===== config.mk =====
export PLATFORM = sky130hd
export DESIGN_NAME = ac_store_buffer_flat
export DESIGN_NICKNAME = d
export VERILOG_FILES = /design/src/rtl/ac_store_buffer_pkg.sv /design/src/rtl/ac_store_buffer_if.sv /design/src/rtl/ac_store_buffer_store_fifo.sv /design/src/rtl/ac_store_buffer.sv /design/src/flat_wrapper.sv
export SDC_FILE = /design/constraint.sdc
export NUM_CORES = 1
export LEC_CHECK = 0
export CAP_MARGIN = 25
export CORE_AREA = 2 2 161 163
export DETAILED_ROUTE_END_ITERATION = 8
export DIE_AREA = 0 0 163 165
export PLACE_DENSITY_LB_ADDON = 0.05
export SYNTH_ARGS = -nofsm -noshare
export SYNTH_HDL_FRONTEND = slang
export SYNTH_SLANG_ARGS = --single-unit

===== constraint.sdc =====
create_clock -name clk -period 6.28 [get_ports clk]
set_clock_uncertainty 0.2 [all_clocks]
set_input_delay 0.942 -clock clk [delete_from_list [all_inputs] [get_ports clk]]
set_output_delay 0.942 -clock clk [all_outputs]
set_load 0.02 [all_outputs]

===== src/rtl/ac_store_buffer_pkg.sv =====
// Shared constants, store-entry layout and write-FSM states for the AC store buffer.
package ac_store_buffer_pkg;
  localparam int WORD_SIZE  = 24;
  localparam int ADDR_WIDTH = 16;
  localparam int DEPTH      = 4;
  localparam int PTR_W      = $clog2(DEPTH);
  localparam int CNT_W      = PTR_W + 1;

  typedef struct packed {
    logic [ADDR_WIDTH-1:0] addr;
    logic [WORD_SIZE-1:0]  data;
  } st_entry_t;

  typedef enum logic {
    S_IDLE  = 1'b0,
    S_WRITE = 1'b1
  } wr_state_e;
endpackage


===== src/rtl/ac_store_buffer_if.sv =====
// Store-side, load-hazard and memory-write-port signals of the AC store buffer.
interface ac_store_buffer_if;
  import ac_store_buffer_pkg::*;

  logic                  st_en;
  logic [ADDR_WIDTH-1:0] st_addr;
  logic [WORD_SIZE-1:0]  ac_data;
  logic                  st_ready;
  logic [ADDR_WIDTH-1:0] ld_addr;
  logic                  ld_hazard;
  logic                  mem_wr_req;
  logic [ADDR_WIDTH-1:0] mem_wr_addr;
  logic [WORD_SIZE-1:0]  mem_wr_data;
  logic                  mem_wr_ack;
  logic [CNT_W-1:0]      pending;
  logic                  idle;

  modport slave (
    input  st_en, st_addr, ac_data, ld_addr, mem_wr_ack,
    output st_ready, ld_hazard, mem_wr_req, mem_wr_addr, mem_wr_data, pending, idle
  );

  modport master (
    output st_en, st_addr, ac_data, ld_addr, mem_wr_ack,
    input  st_ready, ld_hazard, mem_wr_req, mem_wr_addr, mem_wr_data, pending, idle
  );
endinterface


===== src/rtl/ac_store_buffer_store_fifo.sv =====
// Circular buffer of pending stores; exposes the whole array plus a valid mask
// so the top can compare every live entry against the load address.
module store_fifo
  import ac_store_buffer_pkg::*;
(
  input  logic             clk,
  input  logic             rst,
  input  logic             push_i,
  input  logic             pop_i,
  input  st_entry_t        wr_entry_i,
  output st_entry_t        head_o,
  output st_entry_t        head_next_o,
  output st_entry_t        entries_o [DEPTH],
  output logic [DEPTH-1:0] valid_o,
  output logic [CNT_W-1:0] count_o,
  output logic             full_o,
  output logic             empty_o
);

  st_entry_t        mem_q [DEPTH];
  logic [PTR_W-1:0] wr_ptr_q;
  logic [PTR_W-1:0] rd_ptr_q;
  logic [PTR_W-1:0] rd_next_s;
  logic [CNT_W-1:0] count_q;
  logic             push_s;
  logic             pop_s;

  assign full_o      = (count_q == CNT_W'(DEPTH));
  assign empty_o     = (count_q == CNT_W'(0));
  assign push_s      = push_i && !full_o;
  assign pop_s       = pop_i && !empty_o;
  assign rd_next_s   = rd_ptr_q + PTR_W'(1);
  assign head_o      = mem_q[rd_ptr_q];
  assign head_next_o = mem_q[rd_next_s];
  assign entries_o   = mem_q;
  assign count_o     = count_q;

  always_ff @(posedge clk) begin
    if (rst) begin
      wr_ptr_q <= '0;
      rd_ptr_q <= '0;
      count_q  <= '0;
    end else begin
      if (push_s) wr_ptr_q <= wr_ptr_q + PTR_W'(1);
      if (pop_s)  rd_ptr_q <= rd_next_s;
      case ({push_s, pop_s})
        2'b10:   count_q <= count_q + CNT_W'(1);
        2'b01:   count_q <= count_q - CNT_W'(1);
        default: count_q <= count_q;
      endcase
    end
  end

  always_ff @(posedge clk) begin
    if (push_s) mem_q[wr_ptr_q] <= wr_entry_i;
  end

  // An entry is live when its distance from the read pointer is below the count.
  always_comb begin
    valid_o = '0;
    for (int i = 0; i < DEPTH; i++) begin
      valid_o[i] = ({1'b0, PTR_W'(i) - rd_ptr_q} < count_q);
    end
  end

endmodule


===== src/rtl/ac_store_buffer.sv =====
// Store buffer between AC and data memory: queues stores, drains them in order
// through a registered write port, and flags loads that hit a pending address.
module ac_store_buffer
  import ac_store_buffer_pkg::*;
(
  input logic              clk,
  input logic              rst,
  ac_store_buffer_if.slave bus
);

  wr_state_e             state_q, state_d;
  logic                  req_q, req_d;
  logic [ADDR_WIDTH-1:0] addr_q, addr_d;
  logic [WORD_SIZE-1:0]  data_q, data_d;

  st_entry_t             head_s;
  st_entry_t             head_next_s;
  st_entry_t             push_entry_s;
  st_entry_t             entries_s [DEPTH];
  logic [DEPTH-1:0]      valid_s;
  logic [CNT_W-1:0]      count_s;
  logic                  full_s;
  logic                  empty_s;
  logic                  push_s;
  logic                  pop_s;
  logic                  hazard_s;

  assign push_entry_s = {bus.st_addr, bus.ac_data};
  assign push_s       = bus.st_en && !full_s;
  assign pop_s        = (state_q == S_WRITE) && bus.mem_wr_ack;

  store_fifo u_fifo (
    .clk         (clk),
    .rst         (rst),
    .push_i      (push_s),
    .pop_i       (pop_s),
    .wr_entry_i  (push_entry_s),
    .head_o      (head_s),
    .head_next_o (head_next_s),
    .entries_o   (entries_s),
    .valid_o     (valid_s),
    .count_o     (count_s),
    .full_o      (full_s),
    .empty_o     (empty_s)
  );

  always_ff @(posedge clk) begin
    if (rst) begin
      state_q <= S_IDLE;
      req_q   <= 1'b0;
      addr_q  <= '0;
      data_q  <= '0;
    end else begin
      state_q <= state_d;
      req_q   <= req_d;
      addr_q  <= addr_d;
      data_q  <= data_d;
    end
  end

  // The write port is loaded with the entry that will be head after this edge;
  // with one entry left and a same-cycle push, that is the incoming store.
  always_comb begin
    state_d = state_q;
    req_d   = req_q;
    addr_d  = addr_q;
    data_d  = data_q;
    case (state_q)
      S_IDLE: begin
        if (!empty_s) begin
          state_d = S_WRITE;
          req_d   = 1'b1;
          addr_d  = head_s.addr;
          data_d  = head_s.data;
        end else begin
          state_d = S_IDLE;
          req_d   = 1'b0;
        end
      end
      S_WRITE: begin
        if (bus.mem_wr_ack) begin
          if (count_s > CNT_W'(1)) begin
            addr_d = head_next_s.addr;
            data_d = head_next_s.data;
          end else if (push_s) begin
            addr_d = push_entry_s.addr;
            data_d = push_entry_s.data;
          end else begin
            state_d = S_IDLE;
            req_d   = 1'b0;
          end
        end else begin
          state_d = S_WRITE;
          req_d   = 1'b1;
        end
      end
      default: begin
        state_d = S_IDLE;
        req_d   = 1'b0;
      end
    endcase
  end

  always_comb begin
    hazard_s = 1'b0;
    for (int i = 0; i < DEPTH; i++) begin
      hazard_s = hazard_s | (valid_s[i] && (entries_s[i].addr == bus.ld_addr));
    end
  end

  assign bus.st_ready    = !full_s;
  assign bus.ld_hazard   = hazard_s;
  assign bus.mem_wr_req  = req_q;
  assign bus.mem_wr_addr = addr_q;
  assign bus.mem_wr_data = data_q;
  assign bus.pending     = count_s;
  assign bus.idle        = empty_s && (state_q == S_IDLE);

endmodule

===== src/flat_wrapper.sv =====
// flat-port wrapper written by rule: the top's interface ports become plain ports
module ac_store_buffer_flat import ac_store_buffer_pkg::*;
  (clk, rst, bus_st_en, bus_st_addr, bus_ac_data, bus_ld_addr, bus_mem_wr_ack, bus_st_ready, bus_ld_hazard, bus_mem_wr_req, bus_mem_wr_addr, bus_mem_wr_data, bus_pending, bus_idle);
  ac_store_buffer_if bus_i ();
  input logic clk;
  input logic rst;
  input wire logic [$bits(bus_i.st_en)-1:0] bus_st_en;
  input wire logic [$bits(bus_i.st_addr)-1:0] bus_st_addr;
  input wire logic [$bits(bus_i.ac_data)-1:0] bus_ac_data;
  input wire logic [$bits(bus_i.ld_addr)-1:0] bus_ld_addr;
  input wire logic [$bits(bus_i.mem_wr_ack)-1:0] bus_mem_wr_ack;
  output wire logic [$bits(bus_i.st_ready)-1:0] bus_st_ready;
  output wire logic [$bits(bus_i.ld_hazard)-1:0] bus_ld_hazard;
  output wire logic [$bits(bus_i.mem_wr_req)-1:0] bus_mem_wr_req;
  output wire logic [$bits(bus_i.mem_wr_addr)-1:0] bus_mem_wr_addr;
  output wire logic [$bits(bus_i.mem_wr_data)-1:0] bus_mem_wr_data;
  output wire logic [$bits(bus_i.pending)-1:0] bus_pending;
  output wire logic [$bits(bus_i.idle)-1:0] bus_idle;
  assign bus_i.st_en = bus_st_en;
  assign bus_i.st_addr = bus_st_addr;
  assign bus_i.ac_data = bus_ac_data;
  assign bus_i.ld_addr = bus_ld_addr;
  assign bus_i.mem_wr_ack = bus_mem_wr_ack;
  assign bus_st_ready = bus_i.st_ready;
  assign bus_ld_hazard = bus_i.ld_hazard;
  assign bus_mem_wr_req = bus_i.mem_wr_req;
  assign bus_mem_wr_addr = bus_i.mem_wr_addr;
  assign bus_mem_wr_data = bus_i.mem_wr_data;
  assign bus_pending = bus_i.pending;
  assign bus_idle = bus_i.idle;
  ac_store_buffer u_core (.clk(clk), .rst(rst), .bus(bus_i));
endmodule

==> impl_metrics.env, run 1 <==
export IMPL_status="completed"
export IMPL_via_per_inst=5.65
export IMPL_first_pass_iters=4
export IMPL_die_h_microns=165
export IMPL_worst_pin_slew_ps=839
export IMPL_diodes=0
export IMPL_finalNonFillerCells=1093
export IMPL_dieArea_sq_um=26900
export IMPL_crit_chain="clkdlybuf4s50_1 -> xnor2_1 -> nand4_1 -> nor4_1 -> o21ai_0 -> nand4_1 -> clkdlybuf4s50_1"
export IMPL_setup_viol=0
export IMPL_synth_area_sq_um=10400
export IMPL_fin_tns_setup_ps=0
export IMPL_io_buffers=106
export IMPL_met2_length_mm=13.1
export IMPL_routed_top_layer="met4"
export IMPL_fin_util=0.495
export IMPL_root_buffer="clkbuf_16"
export IMPL_ys_async_sr_fraction=0
export IMPL_antenna_found_initial=0
export IMPL_critPathRequiredTime_ps=5140
export IMPL_grt_overflow_total=0
export IMPL_drc=0
export IMPL_hp_class="register to register"
export IMPL_cts_sinks=209
export IMPL_path_max_fanout=4
export IMPL_clk_latency_ps=510
export IMPL_crit_type="input port to output pin"
export IMPL_hold_viol_final=0
export IMPL_dp_cells=1049
export IMPL_grt_usage=0.190
export IMPL_cp_top_family="buffers and inverters"
export IMPL_path_buf_inv=2
export IMPL_p_int_mw=3.04
export IMPL_power_share_switching=0.299
export IMPL_drt_iter0_drc=396
export IMPL_maxSlewViolCount=0
export IMPL_crit_arrival_ps=3190
export IMPL_synth_warning_count=0
export IMPL_synth_top_cell_by_area="edfxtp_1"
export IMPL_die_x_microns=163
export IMPL_ir_drop_mv=0.204
export IMPL_leakagePower_nw=3.92
export IMPL_critPathCaptureType="output pin"
export IMPL_rsz0062_at_grt="false"
export IMPL_wl_per_cell_microns=22.9
export IMPL_yosysSeqAreaShare=0.557
export IMPL_synth_most_common_cell="edfxtp_1"
export IMPL_ys_top_cells_by_area="edfxtp_1 46%, mux4_2 17%, dfxtp_1 9.4%"
export IMPL_vias=6172
export IMPL_fin_crit_ps=4330
export IMPL_max_freq_mhz=231
export IMPL_place_gp_congestion=0.791
export IMPL_grt_max_degree=55
export IMPL_core_area_sq_um=25000
export IMPL_critical_path_max_stage_delay_ps=690
export IMPL_comb_power_share=0.278
export IMPL_rrSetupSlack_ps=3000
export IMPL_wirelength_mm=25.0
export IMPL_cts_tree="built"
export IMPL_syn_avg_cell_area_sq_um=15.7
export IMPL_postRouteAntennaNets=0
export IMPL_dr_wl_met3_mm=1.17
export IMPL_synthTopCellsByCount="160 x edfxtp_1, 80 x mux4_2, 68 x xnor2_1, 49 x dfxtp_1, 49 x nor2_1"
export IMPL_pwr_density_cell_nw_per_um2=350
export IMPL_start_util=0.415
export IMPL_synth_main_ff_cell="edfxtp_1"
export IMPL_post_cts_resize_count=0
export IMPL_ctsHoldBuffers=0
export IMPL_syn_nets=734
export IMPL_dp_hpwl_mm=15.9
export IMPL_clk_path_buf_depth=3
export IMPL_start_kind="input port"
export IMPL_synth_edf_count=160
export IMPL_final_period_utilization=0.690
export IMPL_h_tree_depth=1
export IMPL_synthDistinctLibCells=32
export IMPL_layout_nets=818
export IMPL_cts_inserted_buffers=24
export IMPL_synth_top_area_frac=0.463
export IMPL_clockPowerShare=0.308
export IMPL_std_cell_rows=58
export IMPL_ys_ff_latch=209
export IMPL_syn_inst=661
export IMPL_seqPwrFrac=0.414
export IMPL_cap_violations=0
export IMPL_slew_headroom=0.441
export IMPL_grt_pass1_vias=6479
export IMPL_num_io_pins=107
export IMPL_layout_drive_gt1_share=0.232
export IMPL_grt_pass1_wl_mm=38.4
export IMPL_p_sw_mw=1.30
export IMPL_slowest_stage="clkdlybuf4s50_1"
export IMPL_cts_post_setup_buffers_inserted=0
export IMPL_area_delta_synth_final_pct=19.3
export IMPL_wl_met1_mm=10.4
export IMPL_path_clk_slew_ps=50
==> cells by family after synthesis <==
kind of cell	synth area share
muxes	0.256
adders and majority gates	0.0157
xor gates and xnor gates	0.0591
buffers and inverters	0.0339
AOI/OAI and AO/OA	0.0384
and+or+nand+nor	0.0393
DFF	0.557
==> final timing paths <==
check	end	cells past startpoint	startpoint
setup / recovery	bus_ld_hazard	7	bus_ld_addr[10]
hold / removal	u_core.bus.mem_wr_data[7]	2	u_core.bus.mem_wr_data[7]
setup reg to reg	u_core.bus.mem_wr_data[10]	5	u_core.u_fifo.rd_ptr_q[0]
hold reg to reg	u_core.bus.mem_wr_data[7]	2	u_core.bus.mem_wr_data[7]
==> routing by layer <==
layer | GRT usage | vias to the layer above
li1 | - | 2771
met1 | 0.242 | 3225
met2 | 0.347 | 144
met3 | 0.0256 | 32
met4 | 0.0382 | 0
met5 | 0 | -
==> power by group through the flow <==
| stage | Combinational [mW] | Clock (mW) | Sequential [mW] |
|---|---|---|---|
| global placement | 1.21 | 0 | 1.82 |
| CTS | 1.23 | 1.37 | 1.80 |
| global route | 1.31 | 1.43 | 1.82 |
| floorplan | 0.725 | 0 | 1.88 |
| detailed placement | 1.22 | 0 | 1.82 |
| finish | 1.20 | 1.34 | 1.79 |
==> sequential cells by signal, summed over array words and instances, names as in the netlist <==
signal,flops
u_core.u_fifo.wr_ptr_q,2
u_core.u_fifo.entries_o,160
u_core.bus.mem_wr_req,1
u_core.bus.mem_wr_addr,16
u_core.u_fifo.count_o,3
u_core.state_q,1
u_core.bus.mem_wr_data,24
u_core.u_fifo.rd_ptr_q,2
==> through the flow <==
stage	total power [mW]	setup slack (ps)	cell area, sq um	hold WS, ps
after floorplan	2.60	3200	10400	338
after global placement	3.03	1930	11600	285
after detailed placement	3.04	1940	11600	291
after CTS	4.40	1920	12400	299
after global routing	4.55	1780	12400	325
final	4.33	1950	12400	296
==> cells in the final DEF (no fill, tap or decap), types with 2 or more instances in the layout <==
cell type	netlist	layout
a211oi_1	41	41
a21oi_1	7	7
and3_2	0	4
buf_4	6	10
clkbuf_1	28	5
clkbuf_16	0	25
clkbuf_8	0	2
clkdlybuf4s50_1	0	105
clkinv_1	0	4
clkinv_2	0	6
dfxtp_1	49	46
dfxtp_4	0	2
edfxtp_1	160	160
ha_1	13	13
inv_1	8	8
mux2_2	40	40
mux2i_1	41	41
mux4_2	80	80
nand2_1	4	4
nand4_1	17	17
nor2_1	49	49
nor2b_1	2	2
nor4_1	4	4
o21ai_0	5	5
xnor2_1	68	68
xor2_1	2	2
==> cell type report <==
cell class	instances	area, sq um
multi-input cells	386	4260
fillers	2190	12700
inverters	8	30.0
well taps	330	413
clock buffers	32	672
clock inverters	12	82.6
flip-flops and latches	209	5790
repair buffers	116	1130
==> worst reg2reg max path, stage by stage (launching register included) <==
cell      delay [ps]
dfxtp_4          870
buf_4            800
mux4_2           620
mux2_2           270
mux2i_1          240
a211oi_1         120
Power figures use the tool's default switching activity.
==> run 2: changes to the inputs <==
Clock period 6.28 ns to 4.26 ns, I/O delays scaled along.
==> impl_metrics.env, run 2 (synthesized netlist as in run 1, its figures left out) <==
export IMPL_setup_viol=0
export IMPL_critPathRequiredTime_ps=3420
export IMPL_drc=0
export IMPL_antenna_found_initial=0
export IMPL_worst_pin_slew_ps=834
export IMPL_fin_tns_setup_ps=0
export IMPL_met2_length_mm=13.1
export IMPL_root_buffer="clkbuf_16"
export IMPL_grt_pass1_vias=6550
export IMPL_hold_viol_final=0
export IMPL_h_tree_depth=1
export IMPL_wl_per_cell_microns=22.9
export IMPL_hp_class="register to register"
export IMPL_r2r_start="u_core.u_fifo.rd_ptr_q[0]"
export IMPL_diodes=0
export IMPL_dieArea_sq_um=26900
export IMPL_status="completed"
export IMPL_die_x_microns=163
export IMPL_vias=6071
export IMPL_ir_drop_mv=0.360
export IMPL_cap_violations=0
export IMPL_cts_inserted_buffers=24
export IMPL_cts_sinks=209
export IMPL_ctsHoldBuffers=0
export IMPL_mostFrequentLayoutCell="edfxtp_1"
export IMPL_path_buf_inv=2
export IMPL_start_kind="input port"
export IMPL_io_buffers=106
export IMPL_final_cell_mix="160 x edfxtp_1, 105 x clkdlybuf4s50_1, 80 x mux4_2"
export IMPL_placed_cell_area_sq_um=11700
export IMPL_leakagePower_nw=3.97
export IMPL_fin_crit_ps=3870
export IMPL_hold_path_startpoint="u_core.bus.mem_wr_addr[12]"
export IMPL_grt_overflow_total=0
export IMPL_comb_power_share=0.281
export IMPL_finalNonFillerCells=1094
export IMPL_hold_slack_ps=296
export IMPL_slew_headroom=0.444
export IMPL_dp_cells=1050
export IMPL_rrSetupSlack_ps=1420
export IMPL_max_freq_mhz=258
export IMPL_path_max_fanout=4
export IMPL_dp_hpwl_mm=16.0
export IMPL_dr_wl_met3_mm=1.20
export IMPL_pre_cts_ws_ps=396
export IMPL_clk_path_buf_depth=3
export IMPL_seqPwrFrac=0.406
export IMPL_layout_nets=819
export IMPL_worst_slack_ps=391
export IMPL_via_per_inst=5.55
export IMPL_clk_latency_ps=510
export IMPL_grt_max_degree=55
export IMPL_std_cell_rows=58
export IMPL_worst_r2r_cell_count=5
export IMPL_routed_top_layer="met4"
export IMPL_grt_pass1_wl_mm=38.7
export IMPL_slowest_stage="clkdlybuf4s50_1"
export IMPL_die_h_microns=165
export IMPL_postRouteAntennaNets=0
export IMPL_num_io_pins=107
export IMPL_crit_chain="clkdlybuf4s50_1 -> xnor2_1 -> nand4_1 -> nor4_1 -> o21ai_0 -> nand4_1 -> clkdlybuf4s50_1"
export IMPL_place_gp_congestion=0.808
export IMPL_start_util=0.415
export IMPL_cts_post_setup_buffers_inserted=0
export IMPL_first_pass_iters=4
export IMPL_layout_drive_gt1_share=0.241
export IMPL_grt_usage=0.191
export IMPL_crit_type="input port to output pin"
export IMPL_totalPowerFinal_mw=6.49
export IMPL_wirelength_mm=25.1
export IMPL_holdPathEnd="u_core.bus.mem_wr_addr[12]"
export IMPL_whs_path_depth=2
export IMPL_p_int_mw=4.56
export IMPL_path_clk_slew_ps=60
export IMPL_p_sw_mw=1.93
export IMPL_maxSlewViolCount=0
export IMPL_critical_path_max_stage_delay_ps=700
export IMPL_fillers=2151
export IMPL_fin_util=0.499
export IMPL_power_share_switching=0.297
export IMPL_core_area_sq_um=25000
export IMPL_cp_top_family="buffers and inverters"
export IMPL_wl_met1_mm=10.4
export IMPL_cts_tree="built"
export IMPL_clockPowerShare=0.313
export IMPL_largest_reg_flops=160
export IMPL_reg2reg_to="u_core.bus.mem_wr_data[13]"
export IMPL_area_delta_synth_final_pct=20.4
export IMPL_pwr_density_cell_nw_per_um2=519
export IMPL_post_cts_resize_count=0
export IMPL_critPathCaptureType="output pin"
export IMPL_final_period_utilization=0.908
export IMPL_drt_iter0_drc=289
export IMPL_design_area_sq_um=12500
export IMPL_rsz0062_at_grt="false"
export IMPL_crit_arrival_ps=3030
## run 2: area by class of cell
cell class	instances	area, sq um	area share
well taps	330	413	0.0330
flip-flops and latches	209	5790	0.464
clock buffers	29	661	0.0528
clock inverters	15	126	0.0101
inverters	8	30.0	0.00240
multi-input cells	386	4260	0.341
repair buffers	117	1210	0.0971
## run 2: tightest hold or removal path, stage by stage (launching register included)
cell and delay (ps):
dfxtp_1 310, nor2_1 90, a211oi_1 50
## run 2: power by group through the flow
stage	logic, mW	registers, mW	clock network (mW)
finish	1.82	2.63	2.03
global route	1.98	2.67	2.18
CTS	1.86	2.64	2.09
detailed placement	1.85	2.68	0
global placement	1.84	2.67	0
floorplan	1.07	2.77	0
## run 2: worst max path at each step
stage / from / endpoint / cells after the start
global placement: bus_ld_addr[5] / bus_ld_hazard / 7
finish: bus_ld_addr[15] / bus_ld_hazard / 7
detailed placement: bus_ld_addr[5] / bus_ld_hazard / 7
floorplan: u_core.u_fifo.count_o[0] / u_core.u_fifo.entries_o[0] / 4
global route: bus_ld_addr[12] / bus_ld_hazard / 7
CTS: bus_ld_addr[5] / bus_ld_hazard / 7
## run 2: layer usage
| metal | vias to the layer above | global-route usage |
|---|---|---|
| met3 | 28 | 0.0326 |
| met2 | 129 | 0.349 |
| met5 | - | 0 |
| li1 | 2761 | - |
| met4 | 0 | 0.0438 |
| met1 | 3153 | 0.237 |
==> run 3: changes to the inputs <==
Settings changed: SYNTH_HIERARCHICAL set to 1.
==> impl_metrics.env, run 3 <==
export IMPL_via_per_inst=5.76
export IMPL_synth_warning_count=6
export IMPL_fin_tns_setup_ps=0
export IMPL_grt_overflow_total=0
export IMPL_hold_slack_ps=253
export IMPL_die_x_microns=163
export IMPL_synth_compound_area_share=0.0779
export IMPL_yosys_area_share_xor_xnor=0.0575
export IMPL_synth_main_ff_cell="edfxtp_1"
export IMPL_yosys_area_share_simple=0.0791
export IMPL_diodes=0
export IMPL_drc=0
export IMPL_fillers=2205
export IMPL_clk_path_buf_depth=3
export IMPL_hold_viol_final=0
export IMPL_rsz0062_at_grt="false"
export IMPL_h_tree_depth=1
export IMPL_p_int_mw=4.63
export IMPL_core_area_sq_um=25000
export IMPL_mostFrequentLayoutCell="edfxtp_1"
export IMPL_r2r_start="u_core/u_fifo/count_o[2]"
export IMPL_status="completed"
export IMPL_grt_usage=0.220
export IMPL_die_h_microns=165
export IMPL_post_cts_resize_count=0
export IMPL_muxShareOfSynthArea=0.175
export IMPL_dieArea_sq_um=26900
export IMPL_placed_cell_area_sq_um=11700
export IMPL_ir_drop_mv=0.378
export IMPL_cp_startpoint="u_core/u_fifo/rd_ptr_q[0]"
export IMPL_largest_reg_flops=160
export IMPL_std_cell_rows=58
export IMPL_syn_nets=822
export IMPL_crit_arrival_ps=3070
export IMPL_power_share_switching=0.313
export IMPL_synth_top_cell_by_area="edfxtp_1"
export IMPL_cap_violations=0
export IMPL_final_cell_mix="160 x edfxtp_1, 105 x clkdlybuf4s50_1, 87 x nand2_1"
export IMPL_maxSlewViolCount=0
export IMPL_place_gp_congestion=0.927
export IMPL_wirelength_mm=28.6
export IMPL_grt_pass1_vias=7451
export IMPL_drt_iter0_drc=451
export IMPL_synth_top_area_frac=0.464
export IMPL_grt_pass1_wl_mm=44.4
export IMPL_slowest_stage="clkdlybuf4s50_1"
export IMPL_cts_sinks=209
export IMPL_ys_top_cells_by_area="edfxtp_1 46%, mux4_2 17%, dfxtp_1 9.5%"
export IMPL_setup_viol=0
export IMPL_final_period_utilization=0.916
export IMPL_path_max_fanout=32
export IMPL_fin_crit_ps=3900
export IMPL_synth_fa_ha_area_frac=0.0128
export IMPL_layout_drive_gt1_share=0.183
export IMPL_hold_path_startpoint="u_core/bus.mem_wr_addr[9]"
export IMPL_clockPowerShare=0.322
export IMPL_path_clk_slew_ps=60
export IMPL_syn_avg_cell_area_sq_um=13.8
export IMPL_crit_type="register to output pin"
export IMPL_seqPwrFrac=0.388
export IMPL_syn_inst=752
export IMPL_wl_per_cell_microns=24.0
export IMPL_synth_most_common_cell="edfxtp_1"
export IMPL_io_buffers=106
export IMPL_cts_tree="built"
export IMPL_clk_latency_ps=510
export IMPL_synth_area_sq_um=10400
export IMPL_worst_slack_ps=356
export IMPL_num_io_pins=107
export IMPL_antenna_found_initial=1
export IMPL_leakagePower_nw=3.98
export IMPL_cts_post_setup_buffers_inserted=0
export IMPL_max_freq_mhz=256
export IMPL_crit_chain="buf_4 -> a21oi_1 -> o21bai_1 -> nand2_1 -> nor4_1 -> or4_1 -> clkdlybuf4s50_1"
export IMPL_comb_power_share=0.290
export IMPL_ctsHoldBuffers=0
export IMPL_layout_nets=914
export IMPL_critPathRequiredTime_ps=3420
export IMPL_synthTopCellsByCount="160 x edfxtp_1, 87 x nand2_1, 80 x mux4_2"
export IMPL_critical_path_max_stage_delay_ps=600
export IMPL_start_kind="register"
export IMPL_postRouteAntennaNets=0
export IMPL_root_buffer="clkbuf_16"
export IMPL_vias=6867
export IMPL_area_delta_synth_final_pct=21.4
export IMPL_design_area_sq_um=12600
export IMPL_yosysSeqAreaShare=0.559
export IMPL_ys_ff_latch=209
export IMPL_first_pass_iters=5
export IMPL_worst_pin_slew_ps=1010
export IMPL_start_util=0.414
export IMPL_pre_cts_ws_ps=536
export IMPL_critPathCaptureType="output pin"
export IMPL_cts_inserted_buffers=24
export IMPL_synth_top_family_by_area="multiplexers"
export IMPL_dp_hpwl_mm=18.0
export IMPL_synth_edf_count=160
export IMPL_synthDistinctLibCells=41
export IMPL_p_sw_mw=2.11
export IMPL_ys_async_sr_fraction=0
export IMPL_grt_max_degree=83
export IMPL_pwr_density_cell_nw_per_um2=536
export IMPL_slew_headroom=0.326
export IMPL_hp_class="register to register"
-- run 3: stage by stage --
step | utilization | power [mW] | instances
finish | 0.502 | 6.74 | 1192
global route | 0.502 | 7.07 | 1192
CTS | 0.502 | 6.83 | 1192
detailed placement | 0.468 | 4.63 | 1148
global placement | 0.468 | 4.60 | 1148
floorplan | - | 3.79 | 752
-- run 3: kinds of logic (layout without fill, tap and decap cells) --
family          Yosys count  in the layout
simple gates            174            174
xor+xnor                 68             68
compound gates          138            138
buf+inv                  72            182
mux                      81             81
flops                   209            209
fa+ha+maj                10             10
-- run 3: final timing paths --
check,to,cells past startpoint,slack (ps)
worst max register to register,u_core/u_fifo/count_o[2],11,780
worst min register to register,u_core/bus.mem_wr_addr[9],2,250
worst max-delay path,bus_ld_hazard,7,360
worst min-delay path,u_core/bus.mem_wr_addr[9],2,250
-- run 3: layer usage --
metal  wire length (microns)  vias up  GRT usage
met5                      16        -          0
met4                     635        2     0.0595
met3                    1380       51     0.0294
met2                   15000      217      0.403
met1                   11600     3514      0.274
li1                        -     3083          -
-- run 3: cell type report --
type	instances	area [sq um]	area share
inverter	11	41.3	0.00328
clock buffer	38	777	0.0618
clock inverter	6	77.6	0.00617
tap	330	413	0.0328
timing repair buffer	127	1280	0.102
sequential	209	5800	0.461
multi-input combinational	471	4190	0.333
-- run 3: critical path, delay by kind of cell (launching register included) --
| family | cells | cell delay, ps |
|---|---|---|
| AO/OA/AOI/OAI | 2 | 380 |
| buffers and inverters | 2 | 1170 |
| flip-flops | 1 | 490 |
| AND/OR/NAND/NOR | 3 | 500 |
-- run 3: power groups by stage --
stage | clock network [mW] | registers [mW] | logic [mW]
final | 2.17 | 2.61 | 1.95
after global routing | 2.30 | 2.64 | 2.12
after CTS | 2.22 | 2.61 | 1.99
after detailed placement | 0 | 2.65 | 1.98
after global placement | 0 | 2.64 | 1.96
after floorplan | 0 | 2.79 | 1.00
